## src/rtl/digitalclock_ctrl.sv

```systemverilog
// Timekeeping and time-set controller for a six-digit HH:MM:SS clock.
// Packed-BCD time, one-second prescaler, key-driven set mode with blinking field.
module digitalclock_ctrl #(
  parameter int unsigned TICK_DIV = 50_000_000
) (
  input  logic        clk,
  input  logic        rst,
  input  logic        key_mode,
  input  logic        key_inc,
  output logic [2:0]  DTube_en,
  output logic [2:0]  Twinkle_en,
  output logic [23:0] number_BCD,
  output logic        sec_pulse,
  output logic        set_active
);

  localparam int unsigned PW = (TICK_DIV > 1) ? $clog2(TICK_DIV) : 1;
  localparam logic [PW-1:0] PRESC_MAX = PW'(TICK_DIV - 1);

  typedef enum logic [1:0] {
    ST_RUN   = 2'd0,
    ST_SET_H = 2'd1,
    ST_SET_M = 2'd2,
    ST_SET_S = 2'd3
  } state_e;

  state_e        state_q, state_d;
  logic [PW-1:0] presc_q, presc_d;
  logic [23:0]   time_q, time_d;
  logic [2:0]    dtube_q, dtube_d;
  logic [2:0]    twinkle_q, twinkle_d;
  logic          sec_pulse_q, sec_pulse_d;
  logic          set_active_q, set_active_d;
  logic          key_mode_dly_q, key_mode_dly_d;
  logic          key_inc_dly_q, key_inc_dly_d;

  logic          mode_edge;
  logic          inc_edge;
  logic          tick;
  logic [8:0]    sec_inc;
  logic [8:0]    min_inc;
  logic [7:0]    hr_inc;

  // Two-digit BCD increment for 00..59; bit 8 is the carry out of 59.
  function automatic logic [8:0] inc_sixty(input logic [7:0] v);
    logic [3:0] tens;
    logic [3:0] ones;
    logic       carry;
    tens  = v[7:4];
    ones  = v[3:0];
    carry = 1'b0;
    if (ones == 4'd9) begin
      ones = 4'd0;
      if (tens == 4'd5) begin
        tens  = 4'd0;
        carry = 1'b1;
      end else begin
        tens = tens + 4'd1;
      end
    end else begin
      ones = ones + 4'd1;
    end
    return {carry, tens, ones};
  endfunction

  // Two-digit BCD increment for hours 00..23, wrapping to 00.
  function automatic logic [7:0] inc_hours(input logic [7:0] v);
    logic [3:0] tens;
    logic [3:0] ones;
    tens = v[7:4];
    ones = v[3:0];
    if ((tens == 4'd2) && (ones == 4'd3)) begin
      tens = 4'd0;
      ones = 4'd0;
    end else if (ones == 4'd9) begin
      ones = 4'd0;
      tens = tens + 4'd1;
    end else begin
      ones = ones + 4'd1;
    end
    return {tens, ones};
  endfunction

  assign mode_edge = key_mode & ~key_mode_dly_q;
  assign inc_edge  = key_inc & ~key_inc_dly_q;

  // State register
  always_ff @(posedge clk or posedge rst) begin
    if (rst) begin
      state_q <= ST_RUN;
    end else begin
      state_q <= state_d;
    end
  end

  // Next-state: mode key cycles RUN -> SET_H -> SET_M -> SET_S -> RUN
  always_comb begin
    state_d = state_q;
    if (mode_edge) begin
      case (state_q)
        ST_RUN:   state_d = ST_SET_H;
        ST_SET_H: state_d = ST_SET_M;
        ST_SET_M: state_d = ST_SET_S;
        default:  state_d = ST_RUN;
      endcase
    end
  end

  // State-derived outputs, registered alongside the state itself
  always_comb begin
    twinkle_d    = 3'b000;
    set_active_d = 1'b0;
    case (state_d)
      ST_SET_H: begin
        twinkle_d    = 3'b100;
        set_active_d = 1'b1;
      end
      ST_SET_M: begin
        twinkle_d    = 3'b010;
        set_active_d = 1'b1;
      end
      ST_SET_S: begin
        twinkle_d    = 3'b001;
        set_active_d = 1'b1;
      end
      default: begin
        twinkle_d    = 3'b000;
        set_active_d = 1'b0;
      end
    endcase
  end

  // Prescaler, time advance and field edit; a mode step freezes time for that edge
  always_comb begin
    presc_d        = '0;
    time_d         = time_q;
    tick           = 1'b0;
    dtube_d        = 3'b111;
    key_mode_dly_d = key_mode;
    key_inc_dly_d  = key_inc;
    sec_inc        = inc_sixty(time_q[7:0]);
    min_inc        = inc_sixty(time_q[15:8]);
    hr_inc         = inc_hours(time_q[23:16]);

    if ((state_q == ST_RUN) && !mode_edge) begin
      if (presc_q == PRESC_MAX) begin
        tick        = 1'b1;
        time_d[7:0] = sec_inc[7:0];
        if (sec_inc[8]) begin
          time_d[15:8] = min_inc[7:0];
          if (min_inc[8]) begin
            time_d[23:16] = hr_inc;
          end
        end
      end else begin
        presc_d = presc_q + PW'(1);
      end
    end else if ((state_q != ST_RUN) && inc_edge && !mode_edge) begin
      case (state_q)
        ST_SET_H: time_d[23:16] = hr_inc;
        ST_SET_M: time_d[15:8]  = min_inc[7:0];
        default:  time_d[7:0]   = sec_inc[7:0];
      endcase
    end

    sec_pulse_d = tick;
  end

  // Datapath and output registers; key delay flops reset high to mask held keys
  always_ff @(posedge clk or posedge rst) begin
    if (rst) begin
      presc_q        <= '0;
      time_q         <= 24'h000000;
      dtube_q        <= 3'b000;
      twinkle_q      <= 3'b000;
      sec_pulse_q    <= 1'b0;
      set_active_q   <= 1'b0;
      key_mode_dly_q <= 1'b1;
      key_inc_dly_q  <= 1'b1;
    end else begin
      presc_q        <= presc_d;
      time_q         <= time_d;
      dtube_q        <= dtube_d;
      twinkle_q      <= twinkle_d;
      sec_pulse_q    <= sec_pulse_d;
      set_active_q   <= set_active_d;
      key_mode_dly_q <= key_mode_dly_d;
      key_inc_dly_q  <= key_inc_dly_d;
    end
  end

  assign DTube_en   = dtube_q;
  assign Twinkle_en = twinkle_q;
  assign number_BCD = time_q;
  assign sec_pulse  = sec_pulse_q;
  assign set_active = set_active_q;

endmodule

```

## config.mk

```make
export PLATFORM = sky130hd
export DESIGN_NAME = digitalclock_ctrl
export DESIGN_NICKNAME = d
export VERILOG_FILES = /design/src/rtl/digitalclock_ctrl.sv
export SDC_FILE = /design/constraint.sdc
export NUM_CORES = 1
export LEC_CHECK = 0
export BUFFER_PORTS_ARGS = -buffer_cell sky130_fd_sc_hd__buf_2
export CAP_MARGIN = 15
export CORE_UTILIZATION = 45
export DETAILED_ROUTE_END_ITERATION = 10
export GPL_ROUTABILITY_DRIVEN = 0
export PLACE_DENSITY_LB_ADDON = 0.25
export SLEW_MARGIN = 20
export SYNTH_ARGS = -nofsm -noshare
export SYNTH_HDL_FRONTEND = slang
export SYNTH_SLANG_ARGS = --single-unit
```

## constraint.sdc

```tcl
create_clock -name clk -period 2.9 [get_ports clk]
set_input_delay 0.29 -clock clk [delete_from_list [all_inputs] [get_ports clk]]
set_output_delay 0.29 -clock clk [all_outputs]
set_load 0.005 [all_outputs]
```

==> flow_summary.yaml <==
detailed_routing:
  remaining_drc_errors: 0
  drt-initial-drc-count: 60
  drt_pass1_iterations: 4
  ant_nets: 0
  viasPerCell: 5.31
  routed_wl_um: 5620
  wl_per_cell_um: 13.4
  routed-via-count: 2223
clock_tree:
  ctsResizeCount: 0
  numClockSinks: 60
  cts_tree: "done"
  htreeDepth: 3
  cts_hold_buf: 0
  cts_root_buf: "clkbuf_8"
  post_cts_buffers: 0
  clkLatencyLatePin_ns: 0.34
  cts-buffers-inserted: 9
  clock_path_buffers: 2
  clkTransAtPathRegs_ns: 0.07
layout:
  final_nets: 349
  syn_to_final_growth_pct: 14.2
  final_common_cell: "dfrtp_1"
  diodes: 0
  layout_common_cells: "58 x dfrtp_1, 43 x nor2_1, 35 x buf_2"
  drive_gt1_frac: 0.211
timing:
  fin_crit_ns: 2.61
  maxSlewHeadroom: 0.427
  fin_tns_setup_ns: 0
  final-setup-viol-count: 0
  setup_slack_ns: 0.293
  fin_crit_sh: 0.899
  max_freq_ghz: 0.384
  worstMarginPinSlew_ns: 0.858
  rsz0062_at_grt: "false"
  drv_slew: 0
  hold_viol: 0
  skew_ns: 0.00816
power:
  max-vdd-ir-drop_mv: 0.452
  pwr-share-comb: 0.239
  pwr-share-seq: 0.443
  sw_frac_of_total: 0.316
  internal_power_w: 0.00175
  p_leak_nw: 1.61
  power.switching_w: 0.000811
  p_clk_frac: 0.318
  p_per_area_nw_per_um2: 741
synth:
  synth_seq_cells: 60
  yosys_warnings: 0
  async_flop_share: 1.00
  synth_nets: 311
  syn-cell-area_um2: 3030
  synth_area_per_cell_um2: 10.1
  synth-edff-count: 0
  ys.flop_type: "dfrtp_1"
  ys_types: 51
  seq_area_frac_synth: 0.496
  synth_cells: 299
die:
  dieWidth_um: 84.1
  start_util: 0.472
  die_h_um: 84.1
  dieArea_um2: 7070
  io_pins: 36
  core_um2: 6420
  num_rows: 29
placed_design:
  io_buffer_count: 35
  detailed_place_hpwl_um: 3960
  place_ws_ns: 0.342
worst_setup_path:
  crit_type: "flip-flop to flip-flop"
  arrival_ns: 2.87
  path_max_fanout: 12
  startpoint_type: "flip-flop"
  end_kind: "flip-flop"
  cp_data_required_time_ns: 3.16
grt:
  grt_overflow: 0
  grt_util_all_layers: 0.179
  grt_start_max_net_pins: 42
  antenna_found_initial: 0
  grt_pass1_vias: 2102
  grt_first_pass_wirelength_um: 9800
run:
  cap_violations: 0
min_path:
  hp-class: "primary input to flip-flop"
run_status:
  status: "completed"
## state kept, by name, summed over array words and instances, names as in the netlist
register and cells:
presc_q 26, number_BCD 24, Twinkle_en 3, state_q 2, DTube_en 1, key_inc_dly_q 1, key_mode_dly_q 1, sec_pulse 1
set_active 1
## routing by layer
layer | vias to the layer above | share of wire | GRT usage
met2 | 43 | 0.49 | 0.288
met1 | 1088 | 0.45 | 0.228
met4 | 0 | 0.012 | 0.0611
met5 | - | 0 | 0
met3 | 7 | 0.046 | 0.0564
li1 | 1085 | - | -
## cells in the mapped netlist (3+ instances only)
cell type  number  share of area
nor2_1         43          0.053
nor3_1          7          0.012
nand4_1         8          0.017
dfrtp_1        58           0.48
nor4b_1         3         0.0087
inv_1          17          0.021
xor2_1         17          0.049
and2_1          3         0.0062
a21oi_1         6         0.0099
nand2b_1        6          0.012
or3_1           5          0.010
and3_1          5          0.010
ha_1            8          0.033
nand2_1        19          0.024
nor4_1          3         0.0062
nor2b_1         5          0.010
buf_2           4         0.0066
nand3_1        13          0.021
xnor2_1        15          0.043
a21o_1          3         0.0074
mux2_2          3          0.011
o21ai_0         9          0.015
nor4bb_1        3         0.0099
## final timing paths
path	start	endpoint	slack (ns)	depth (start not counted)
min	key_inc	key_inc_dly_q$_DFF_PP1_	0.07	1
max reg2reg	presc_q[0]$_DFF_PP0_	number_BCD[19]$_DFFE_PP0P_	0.29	7
min reg2reg	presc_q[0]$_DFF_PP0_	presc_q[0]$_DFF_PP0_	0.49	1
min in group asynchronous	rst	number_BCD[17]$_DFFE_PP0P_	0.13	2
max	presc_q[0]$_DFF_PP0_	number_BCD[19]$_DFFE_PP0P_	0.29	7
max in group asynchronous	rst	presc_q[22]$_DFF_PP0_	1.98	3
## through the flow
step	util	total power [W]	cells	hold WS [ns]	instance area, µm²
CTS	0.539	0.00260	419	0.0610	3460
floorplan	-	0.00156	299	0.294	3030
global placement	0.506	0.00176	403	0.425	3250
global route	0.539	0.00274	419	0.0528	3460
finish	0.539	0.00257	419	0.0736	3460
detailed placement	0.506	0.00177	403	0.424	3250
## layout make-up
| type | instances | area (µm²) |
|---|---|---|
| multi-input cells | 213 | 1400 |
| repair buffers | 36 | 183 |
| inverters | 17 | 63.8 |
| flip-flops and latches | 60 | 1500 |
| clock buffers | 11 | 141 |
| well taps | 77 | 96.3 |
| clock inverters | 5 | 75.1 |
| fillers | 615 | 2960 |
## power groups by stage
stage | sequential (W) | combinational (W) | clock (W)
after global placement | 0.00114 | 0.000616 | 0
final | 0.00114 | 0.000613 | 0.000817
after global routing | 0.00116 | 0.000702 | 0.000881
after detailed placement | 0.00115 | 0.000625 | 0
after floorplan | 0.00114 | 0.000425 | 0
after CTS | 0.00114 | 0.000628 | 0.000837
## kinds of logic after synthesis
kind of cell / Yosys count / synth area share
mux: 5 / 0.0210
other cells: 1 / 0.00124
xor+xnor: 32 / 0.0924
flops: 60 / 0.496
fa+ha+maj: 8 / 0.0330
compound gates: 29 / 0.0631
buf+inv: 26 / 0.0421
simple gates: 138 / 0.251
## worst max-delay path: stages, from the launching register on
cell,delay (ns)
dfrtp_1,0.39
ha_1,0.23
nand4_1,0.18
or4_4,0.55
nor4_4,0.35
a21oi_2,0.21
or4b_1,0.53
nand3_1,0.10
Note: power is estimated with default switching activity, not from simulation.
